==> src/rtl/alu_cmd_sequencer.sv <==
// Command front end for the 16-bit aluu datapath: buffers requests in a FIFO, issues them one at a
// time to the registered ALU, returns tagged results and owns the architectural status register.
module alu_cmd_sequencer #(
    parameter int         DEPTH       = 4,
    parameter logic [4:0] STATUS_INIT = 5'b00000
) (
    input  logic        clk,
    input  logic        rst,
    input  logic        cmd_valid,
    output logic        cmd_ready,
    input  logic [4:0]  cmd_op,
    input  logic [15:0] cmd_a,
    input  logic [15:0] cmd_b,
    output logic        alu_rst,
    output logic [4:0]  alu_op,
    output logic [15:0] alu_a,
    output logic [15:0] alu_b,
    output logic [4:0]  alu_status,
    input  logic [15:0] alu_c0,
    input  logic [15:0] alu_c1,
    input  logic [4:0]  alu_status_out,
    output logic        res_valid,
    input  logic        res_ready,
    output logic [4:0]  res_op,
    output logic [15:0] res_c0,
    output logic [15:0] res_c1,
    output logic [4:0]  res_status,
    output logic [4:0]  status,
    output logic        busy
);

    localparam int AW = $clog2(DEPTH);

    typedef enum logic [1:0] {S_IDLE, S_ISSUE, S_WAIT, S_HOLD} state_t;

    state_t      r_state, w_state_nxt;
    logic [4:0]  r_fifo_op [DEPTH];
    logic [15:0] r_fifo_a  [DEPTH];
    logic [15:0] r_fifo_b  [DEPTH];
    logic [AW:0] r_wr_ptr, r_rd_ptr;
    logic        r_cmd_en, r_alu_rst;
    logic [4:0]  r_alu_op, r_res_op, r_res_status, r_status;
    logic [15:0] r_alu_a, r_alu_b, r_res_c0, r_res_c1;
    logic        r_res_valid;
    logic        w_empty, w_full, w_push, w_pop, w_capture, w_res_accept;

    // Extra pointer bit distinguishes full from empty when the index bits match.
    assign w_empty   = (r_wr_ptr == r_rd_ptr);
    assign w_full    = (r_wr_ptr[AW] != r_rd_ptr[AW]) && (r_wr_ptr[AW-1:0] == r_rd_ptr[AW-1:0]);
    assign cmd_ready = r_cmd_en & ~w_full;
    assign w_push    = cmd_valid & cmd_ready;

    // NOTE: every signal written here gets a default first, so no path can infer a latch.
    always_comb begin
        w_state_nxt  = r_state;
        w_pop        = 1'b0;
        w_capture    = 1'b0;
        w_res_accept = 1'b0;
        case (r_state)
            S_IDLE: begin
                if (!w_empty) begin
                    w_pop       = 1'b1;
                    w_state_nxt = S_ISSUE;
                end
            end
            S_ISSUE: w_state_nxt = S_WAIT;
            S_WAIT: begin
                w_capture   = 1'b1;
                w_state_nxt = S_HOLD;
            end
            S_HOLD: begin
                if (res_ready) begin
                    w_res_accept = 1'b1;
                    w_pop        = !w_empty;
                    w_state_nxt  = w_empty ? S_IDLE : S_ISSUE;
                end
            end
            default: w_state_nxt = S_IDLE;
        endcase
    end

    // NOTE: sequential state uses non-blocking assignments so all registers update together.
    always_ff @(posedge clk) begin
        if (!rst) r_state <= S_IDLE;
        else      r_state <= w_state_nxt;
    end

    // cmd_ready opens one cycle after reset release; the ALU reset trails it by one more cycle.
    always_ff @(posedge clk) begin
        if (!rst) begin
            r_cmd_en  <= 1'b0;
            r_alu_rst <= 1'b1;
        end else begin
            r_cmd_en  <= 1'b1;
            r_alu_rst <= ~r_cmd_en;
        end
    end

    always_ff @(posedge clk) begin
        if (!rst) begin
            r_wr_ptr <= '0;
            r_rd_ptr <= '0;
        end else begin
            if (w_push) r_wr_ptr <= r_wr_ptr + (AW+1)'(1);
            if (w_pop)  r_rd_ptr <= r_rd_ptr + (AW+1)'(1);
        end
    end

    // NOTE: FIFO storage is not reset; the pointers alone decide which entries are valid.
    always_ff @(posedge clk) begin
        if (w_push) begin
            r_fifo_op[r_wr_ptr[AW-1:0]] <= cmd_op;
            r_fifo_a[r_wr_ptr[AW-1:0]]  <= cmd_a;
            r_fifo_b[r_wr_ptr[AW-1:0]]  <= cmd_b;
        end
    end

    always_ff @(posedge clk) begin
        if (!rst) begin
            r_alu_op     <= '0;
            r_alu_a      <= '0;
            r_alu_b      <= '0;
            r_res_valid  <= 1'b0;
            r_res_op     <= '0;
            r_res_c0     <= '0;
            r_res_c1     <= '0;
            r_res_status <= '0;
            r_status     <= STATUS_INIT;
        end else begin
            if (w_pop) begin
                r_alu_op <= r_fifo_op[r_rd_ptr[AW-1:0]];
                r_alu_a  <= r_fifo_a[r_rd_ptr[AW-1:0]];
                r_alu_b  <= r_fifo_b[r_rd_ptr[AW-1:0]];
            end
            if (w_capture) begin
                r_res_valid  <= 1'b1;
                r_res_op     <= r_alu_op;
                r_res_c0     <= alu_c0;
                r_res_c1     <= alu_c1;
                r_res_status <= alu_status_out;
                r_status     <= alu_status_out;
            end else if (w_res_accept) begin
                r_res_valid <= 1'b0;
            end
        end
    end

    assign alu_rst    = r_alu_rst;
    assign alu_op     = r_alu_op;
    assign alu_a      = r_alu_a;
    assign alu_b      = r_alu_b;
    assign alu_status = r_status;
    assign status     = r_status;
    assign res_valid  = r_res_valid;
    assign res_op     = r_res_op;
    assign res_c0     = r_res_c0;
    assign res_c1     = r_res_c1;
    assign res_status = r_res_status;
    assign busy       = ~w_empty | (r_state != S_IDLE);

endmodule
==> config.mk <==
export PLATFORM = sky130hd
export DESIGN_NAME = alu_cmd_sequencer
export DESIGN_NICKNAME = d
export VERILOG_FILES = /design/src/rtl/alu_cmd_sequencer.sv
export SDC_FILE = /design/constraint.sdc
export NUM_CORES = 1
export LEC_CHECK = 0
export CORE_ASPECT_RATIO = 0.5
export CORE_UTILIZATION = 30
export CTS_BUF_LIST = sky130_fd_sc_hd__clkbuf_16
export DETAILED_ROUTE_END_ITERATION = 8
export GPL_ROUTABILITY_DRIVEN = 1
export GPL_TIMING_DRIVEN = 0
export PLACE_DENSITY = 0.63
export SLEW_MARGIN = 20
export SYNTH_ARGS = -nofsm -noshare
export SYNTH_HDL_FRONTEND = slang
export SYNTH_SLANG_ARGS = --single-unit
==> constraint.sdc <==
create_clock -name clk -period 4.6 [get_ports clk]
set_input_delay 0.69 -clock clk [delete_from_list [all_inputs] [get_ports clk]]
set_output_delay 0.69 -clock clk [all_outputs]
set_load 0.1 [all_outputs]
==> implementation parameters <==
Parameter                              Value

Synthesis
  EDFF count, synth ... 148
  Top_reg_cell synth ... sky130_fd_sc_hd__edfxtp_1
  Distinct cell type count after synthesis ... 28
  Cell types with the largest area share after synthesis ... sky130_fd_sc_hd__edfxtp_1, sky130_fd_sc_hd__dfxtp_1, sky130_fd_sc_hd__mux4_2
  Asr flop ratio synth ... 0%
  Synth Area per Inst ... 15.5 um^2
  Total number of yosys warnings ... 0
  Most frequent cell after synthesis ... sky130_fd_sc_hd__edfxtp_1
  Yosys top cell area share ... 49.8%
  Ranking of synthesized cells by instance count ... sky130_fd_sc_hd__edfxtp_1, sky130_fd_sc_hd__dfxtp_1, sky130_fd_sc_hd__nand2_1, sky130_fd_sc_hd__mux2i_1, sky130_fd_sc_hd__nor2b_1
  Synth Cell Area ... 8930 um^2
  Sequential element share of the synthesized area ... 69.9%
  Post-synth top area cell ... sky130_fd_sc_hd__edfxtp_1
  Register bit count reported by yosys ... 238
  Synthesized instance count ... 576
  Syn nets ... 663

STA
  Final critical delay including setup and external delays ... 3440 ps
  Number of endpoints failing setup at the final stage ... 0
  Fin. max-slew vios ... 0
  Number of hold violations in the final report ... 0
  Share of the cycle needed by the critical path after routing ... 74.7%
  Achievable frequency ... 291 MHz
  Actual transition at the worst max-transition pin ... 1040 ps
  Worst Hold Margin ... 424 ps
  Setup repair after global routing missed its margin ... false
  Layout Skew ... 12.8 ps
  Max-slew headroom at the worst pin ... 30.2%

Clock tree
  CTS-repair resized insts ... 0
  TritonCTS clock tree ... yes
  Worst skew pair latency ... 520 ps
  Setup bufs post-CTS ... 0
  Total CTS buffers ... 23
  CTS Root Cell ... sky130_fd_sc_hd__clkbuf_16
  Clock Sinks ... 238
  Longest Clk Path Bufs ... 3
  Maximum level of the CTS H-tree ... 1
  Clock edge transition at the registers on the reported setup and hold paths ... 60 ps
  Hold_buf cts ... 0

Route
  DRC marker count from the first detailed-route iteration ... 333
  Detailed-route via count ... 5384
  Pre-Repair DR Iteration Count ... 4
  Routed wirelength normalized by instance count ... 17.0 um
  Per-cell via count in the routed design ... 4.54
  Sum of routed wire length over all layers ... 20200 um
  DRT antenna net count ... 0
  DRC ... 0

GRT
  Total overflow reported by the global router ... 0
  First-pass GRT wire length ... 30200 um
  Initial antenna violation count ... 2
  Vias in the first global route ... 5443
  Largest net degree at the start of global routing ... 26
  Global-route usage over all layers ... 12.9%

Pwr
  Power per Cell Area ... 626 nW/um^2
  Share of total power in combinational logic ... 41.3%
  Pwr Total ... 7490 uW
  Net switching component of the power ... 3160 uW
  Clk pwr share ... 23.5%
  Leakage ... 0.00388 uW
  Design internal power ... 4330 uW
  Sequential cell fraction of total power ... 35.2%
  Maximum vdd drop ... 0.278 mV
  Switching power as a share of total power ... 42.1%

Setup path
  Startpoint-to-endpoint class of the critical path ... flip-flop to output port
  Startpoint Class ... flip-flop
  Worst Path Max Fanout ... 6
  Endpoint type of the worst setup path ... output port
  Required time of the critical path ... 3910 ps
  Arrival time reported for the critical path endpoint ... 2750 ps

Run
  Max-capacitance violation count ... 0

Finish
  Area overhead of the layout relative to synthesis ... 33.9%
  Fraction of final layout cells with drive strength greater than 1 ... 12.6%
  Number of nets in the final layout ... 863

Placement
  Number of buffers added on ports ... 170
  RD Place Congestion ... 0.732
  Sum of net half-perimeters after detailed placement ... 13600 um

Die
  Vertical extent of the die ... 124 um
  Num ports ... 171
  Area of the core region ... 29100 um^2
  Die area ... 30500 um^2
  Standard-cell row count ... 44
  Initial core utilization ... 30.7%
  Die X-Extent ... 246 um

Worst hold path
  Type of the tightest min-delay check ... flip-flop to flip-flop

Status
  Outcome ... completed
-- placed cells by master, fill, tap and decap left out, drive strengths merged --
master         instances
a21oi                  2
a221o                  1
a22oi                  1
a311oi                 1
a31oi                  3
and2                   6
and3                   1
buf                   28
bufinv                 1
clkbuf                45
clkdlybuf4s50        170
clkinv                13
dfxtp                 90
diode                  2
edfxtp               148
ha                     9
inv                   11
mux2i                 44
mux4                  37
nand2                 47
nand2b                 1
nand3                 40
nand4                  1
nor2                   1
nor2b                 44
o21ai                 41
xnor2                  4
xor2                   3
-- metrics by stage --
step                std cells  setup TNS [ps]  area, um^2  util, %  worst slack (ps)
finish                   1186               0       12000     41.1              1160
global route             1186               0       12000     41.1              1050
CTS                      1184               0       12000     41.0              1160
detailed placement       1142               0       11300     38.6              1710
global placement         1137          -28790       11100     38.2              -809
floorplan                 576               0        8930        -              1380
-- kinds of logic (layout without fill, tap and decap cells) --
kind of cell / count (synthesis) / after routing / share of synthesized area (%)
flip-flops: 238 / 238 / 69.9
AND/OR/NAND/NOR: 141 / 141 / 7.97
multiplexers: 81 / 81 / 14.3
buffers and inverters: 51 / 268 / 2.90
AO/OA/AOI/OAI: 49 / 49 / 2.98
adder cells (fa/ha/maj): 9 / 9 / 1.26
XOR/XNOR: 7 / 7 / 0.686
other: 0 / 2 / 0
-- state kept, by name, summed over array words and instances (netlist names) --
| register | count |
|---|---|
| r_fifo_a | 64 |
| r_fifo_b | 64 |
| r_fifo_op | 20 |
| alu_a | 16 |
| alu_b | 16 |
| res_c0 | 16 |
| res_c1 | 16 |
| alu_op | 5 |
| alu_status | 5 |
| res_op | 5 |
| r_rd_ptr | 3 |
| r_wr_ptr | 3 |
| r_state | 2 |
| alu_rst | 1 |
| r_cmd_en | 1 |
| res_valid | 1 |
-- critical path, cell delays in order (launching register included) --
cell	delay, ps
sky130_fd_sc_hd__dfxtp_1	370
sky130_fd_sc_hd__xnor2_1	540
sky130_fd_sc_hd__nand4_1	260
sky130_fd_sc_hd__clkdlybuf4s50_1	1060
-- layout make-up --
cell class	instances	area [um^2]
multi-input combinational	287	2440
timing repair buffer	175	1820
antenna	2	5.00
clock buffer	23	576
fill	2643	17200
clock inverter	19	121
sequential	238	6250
tap	391	489
inverter	6	22.5
buffer	45	236
-- path summary, 6_finish.rpt --
| kind | from | to | slack, ps | cells past startpoint |
|---|---|---|---|---|
| setup / recovery | r_rd_ptr[1] | busy | 1160 | 3 |
| hold reg to reg | r_cmd_en | alu_rst | 420 | 1 |
| hold / removal | r_cmd_en | alu_rst | 420 | 1 |
| setup reg to reg | r_rd_ptr[1] | r_fifo_a[2][1] | 2300 | 4 |
-- power groups by stage --
stage / logic, uW / registers, uW / clock network (uW)
6_report: 3090 / 2640 / 1760
3_5_place_dp: 3120 / 2680 / 0
4_1_cts: 3120 / 2640 / 1810
5_1_grt: 3230 / 2660 / 1880
3_3_place_gp: 3090 / 2670 / 0
2_1_floorplan: 1060 / 3960 / 0
-- metal layers --
metal / track usage [%] / wire length, um / vias up
met3: 2.09 / 664 / 42
met2: 24.0 / 10500 / 101
met5: 0 / 0 / -
li1: - / - / 2521
met4: 4.70 / 622 / 0
met1: 15.1 / 8390 / 2720
No activity file was read; power rests on OpenSTA's default activity.
==> RTL change (same flow settings) <==
Set the parameter `DEPTH` to 8 (it was 4).
--- a/src/rtl/alu_cmd_sequencer.sv
+++ b/src/rtl/alu_cmd_sequencer.sv
@@ -1,7 +1,7 @@
 // Command front end for the 16-bit aluu datapath: buffers requests in a FIFO, issues them one at a
 // time to the registered ALU, returns tagged results and owns the architectural status register.
 module alu_cmd_sequencer #(
-    parameter int         DEPTH       = 4,
+    parameter int         DEPTH       = 8,
     parameter logic [4:0] STATUS_INIT = 5'b00000
 ) (
     input  logic        clk,
Check against the original RTL: not equivalent (a bounded check fails within 10 cycles, from zero or initial values and one cycle with rst low).
==> RTL change against the unedited design <==
- cell area up 57%
- setup slack worse by 0.32 ns
- total power up 51%
- routed wire length up 69%
- clock power up 69%
- critical path depth up 3
- sequential cell count up 150
- global-route usage up 0.60 points
- synthesized area up 64%
- first-iteration DRC count up 94%
==> RTL change: results (changes against the unedited design) <==
Run status
Run status: completed (unchanged).

Setup path
The depth of the worst register-to-register path is 8 (was 4). The highest fanout seen on the critical path is 10 (was 6). The destination of the worst register-to-register timing path is r_fifo_b[0][0]$_DFFE_PP_ (was r_fifo_a[2][1]$_DFFE_PP_).

The arrival time at the worst endpoint is 3.06 ns (was 2.75 ns).

Layout
The net count reported at finish is 1113 (was 863). The share of cells above drive strength 1 is 0.181 (was 0.126). The number of antenna diodes is 0 (was 2).

Detailed routing
The wire length on met3 was 1.46 mm (was 664 um). The final routed wirelength across all metal layers is 34.1 mm (was 20.2 mm). The detailed-routing wirelength on met1 came to 13.8 mm (was 8.39 mm).

The average vias per placed instance is 4.74 (was 4.54). The number of DRC markers after the initial detailed-route iteration is 646 (was 333). The met2 layer wire length in the routed design is 18.0 mm (was 10.5 mm).

Placement
The placer congestion estimate came to 0.783 (was 0.732). The placed cell count is 1627 (was 1142). The instance area at placement was 0.0176 sq mm (was 0.0113 sq mm).

The worst slack at placement was 1.08 ns (was 1.71 ns).

Power and ir drop
The worst-case vdd ir drop is 0.000308 V (was 0.000278 V).

Global routing
The met2 track demand over resource is 0.246 (was 0.240). The global-route wire length before repair is 50.1 mm (was 30.2 mm). The number of antenna violations at the first check in global routing is 0 (was 2).

The met3 track demand over resource came to 0.0249 (was 0.0209). The maximum number of pins on one net before global-route repair came to 23 (was 26). The number of global-route vias before repair is 8351 (was 5443). The met1 capacity usage during global routing was 0.162 (was 0.151).

Logic synthesis
The fraction of the mapped netlist area in compound gates was 0.0391 (was 0.0298). Leading post-synthesis cells by cell area: sky130_fd_sc_hd__edfxtp_1, sky130_fd_sc_hd__dfxtp_1, sky130_fd_sc_hd__mux4_2 (unchanged). The average cell area after synthesis is 18.4 sq um (was 15.5 sq um).

The proportion of synthesized area in mux cells came to 0.171 (was 0.143). The net count after synthesis is 881 (was 663). The number of unique standard cell types used by synthesis is 35 (was 28). The xor and xnor fraction of the mapped netlist area was 0.00359 (was 0.00686). Top cells by instance count after synthesis: sky130_fd_sc_hd__edfxtp_1, sky130_fd_sc_hd__dfxtp_1, sky130_fd_sc_hd__mux2i_1 (was sky130_fd_sc_hd__edfxtp_1, sky130_fd_sc_hd__dfxtp_1, sky130_fd_sc_hd__nand2_1). The adder-cell share of the synthesized area is 0.00513 (was 0.0126).

The proportion of synthesized chip area in sequential cells is 0.733 (was 0.699).

Clocking
The count of cells resized by post-cts repair came to 0 (unchanged). The number of buffers added by the clock tree synthesis step is 38 (was 23). The clock network latency to the later pin of the worst-skew pair was 0.55 ns (was 0.52 ns). The number of levels the H-tree was split into is 2 (was 1).

STA
The hold slack is 0.415 ns (was 0.424 ns). The timing-limited maximum frequency came to 0.266 GHz (was 0.291 GHz). The clock skew after layout was 0.0228 ns (was 0.0128 ns).
-- RTL change: cell count changes after synthesis, sizes merged, moves of 6 or more --
cell	change
clkbuf	+7
mux2i	+40
edfxtp	+148
buf	+11
a21oi	+40
nor2b	-43
a211oi	+38
nand3	-37
nand2	-36
mux4	+37
nand2b	+6
nor2	+52
o21ai	-39
-- RTL change: layout make-up --
type | count | area [sq um]
Fill cell | 4256 | 28700
Sequential cell | 388 | 10700
Multi-Input combinational cell | 342 | 3620
Timing Repair Buffer | 192 | 2080
Clock buffer | 38 | 951
Tap cell | 638 | 798
Buffer | 63 | 325
Clock inverter | 31 | 245
Inverter | 4 | 15.0
-- RTL change: power groups by stage --
stage	clock network, mW	registers (mW)	logic [mW]
after detailed placement	0	4.26	4.15
after CTS	3.04	4.19	4.16
final	2.98	4.18	4.13
after floorplan	0	5.72	1.62
after global routing	3.18	4.21	4.33
after global placement	0	4.25	4.09
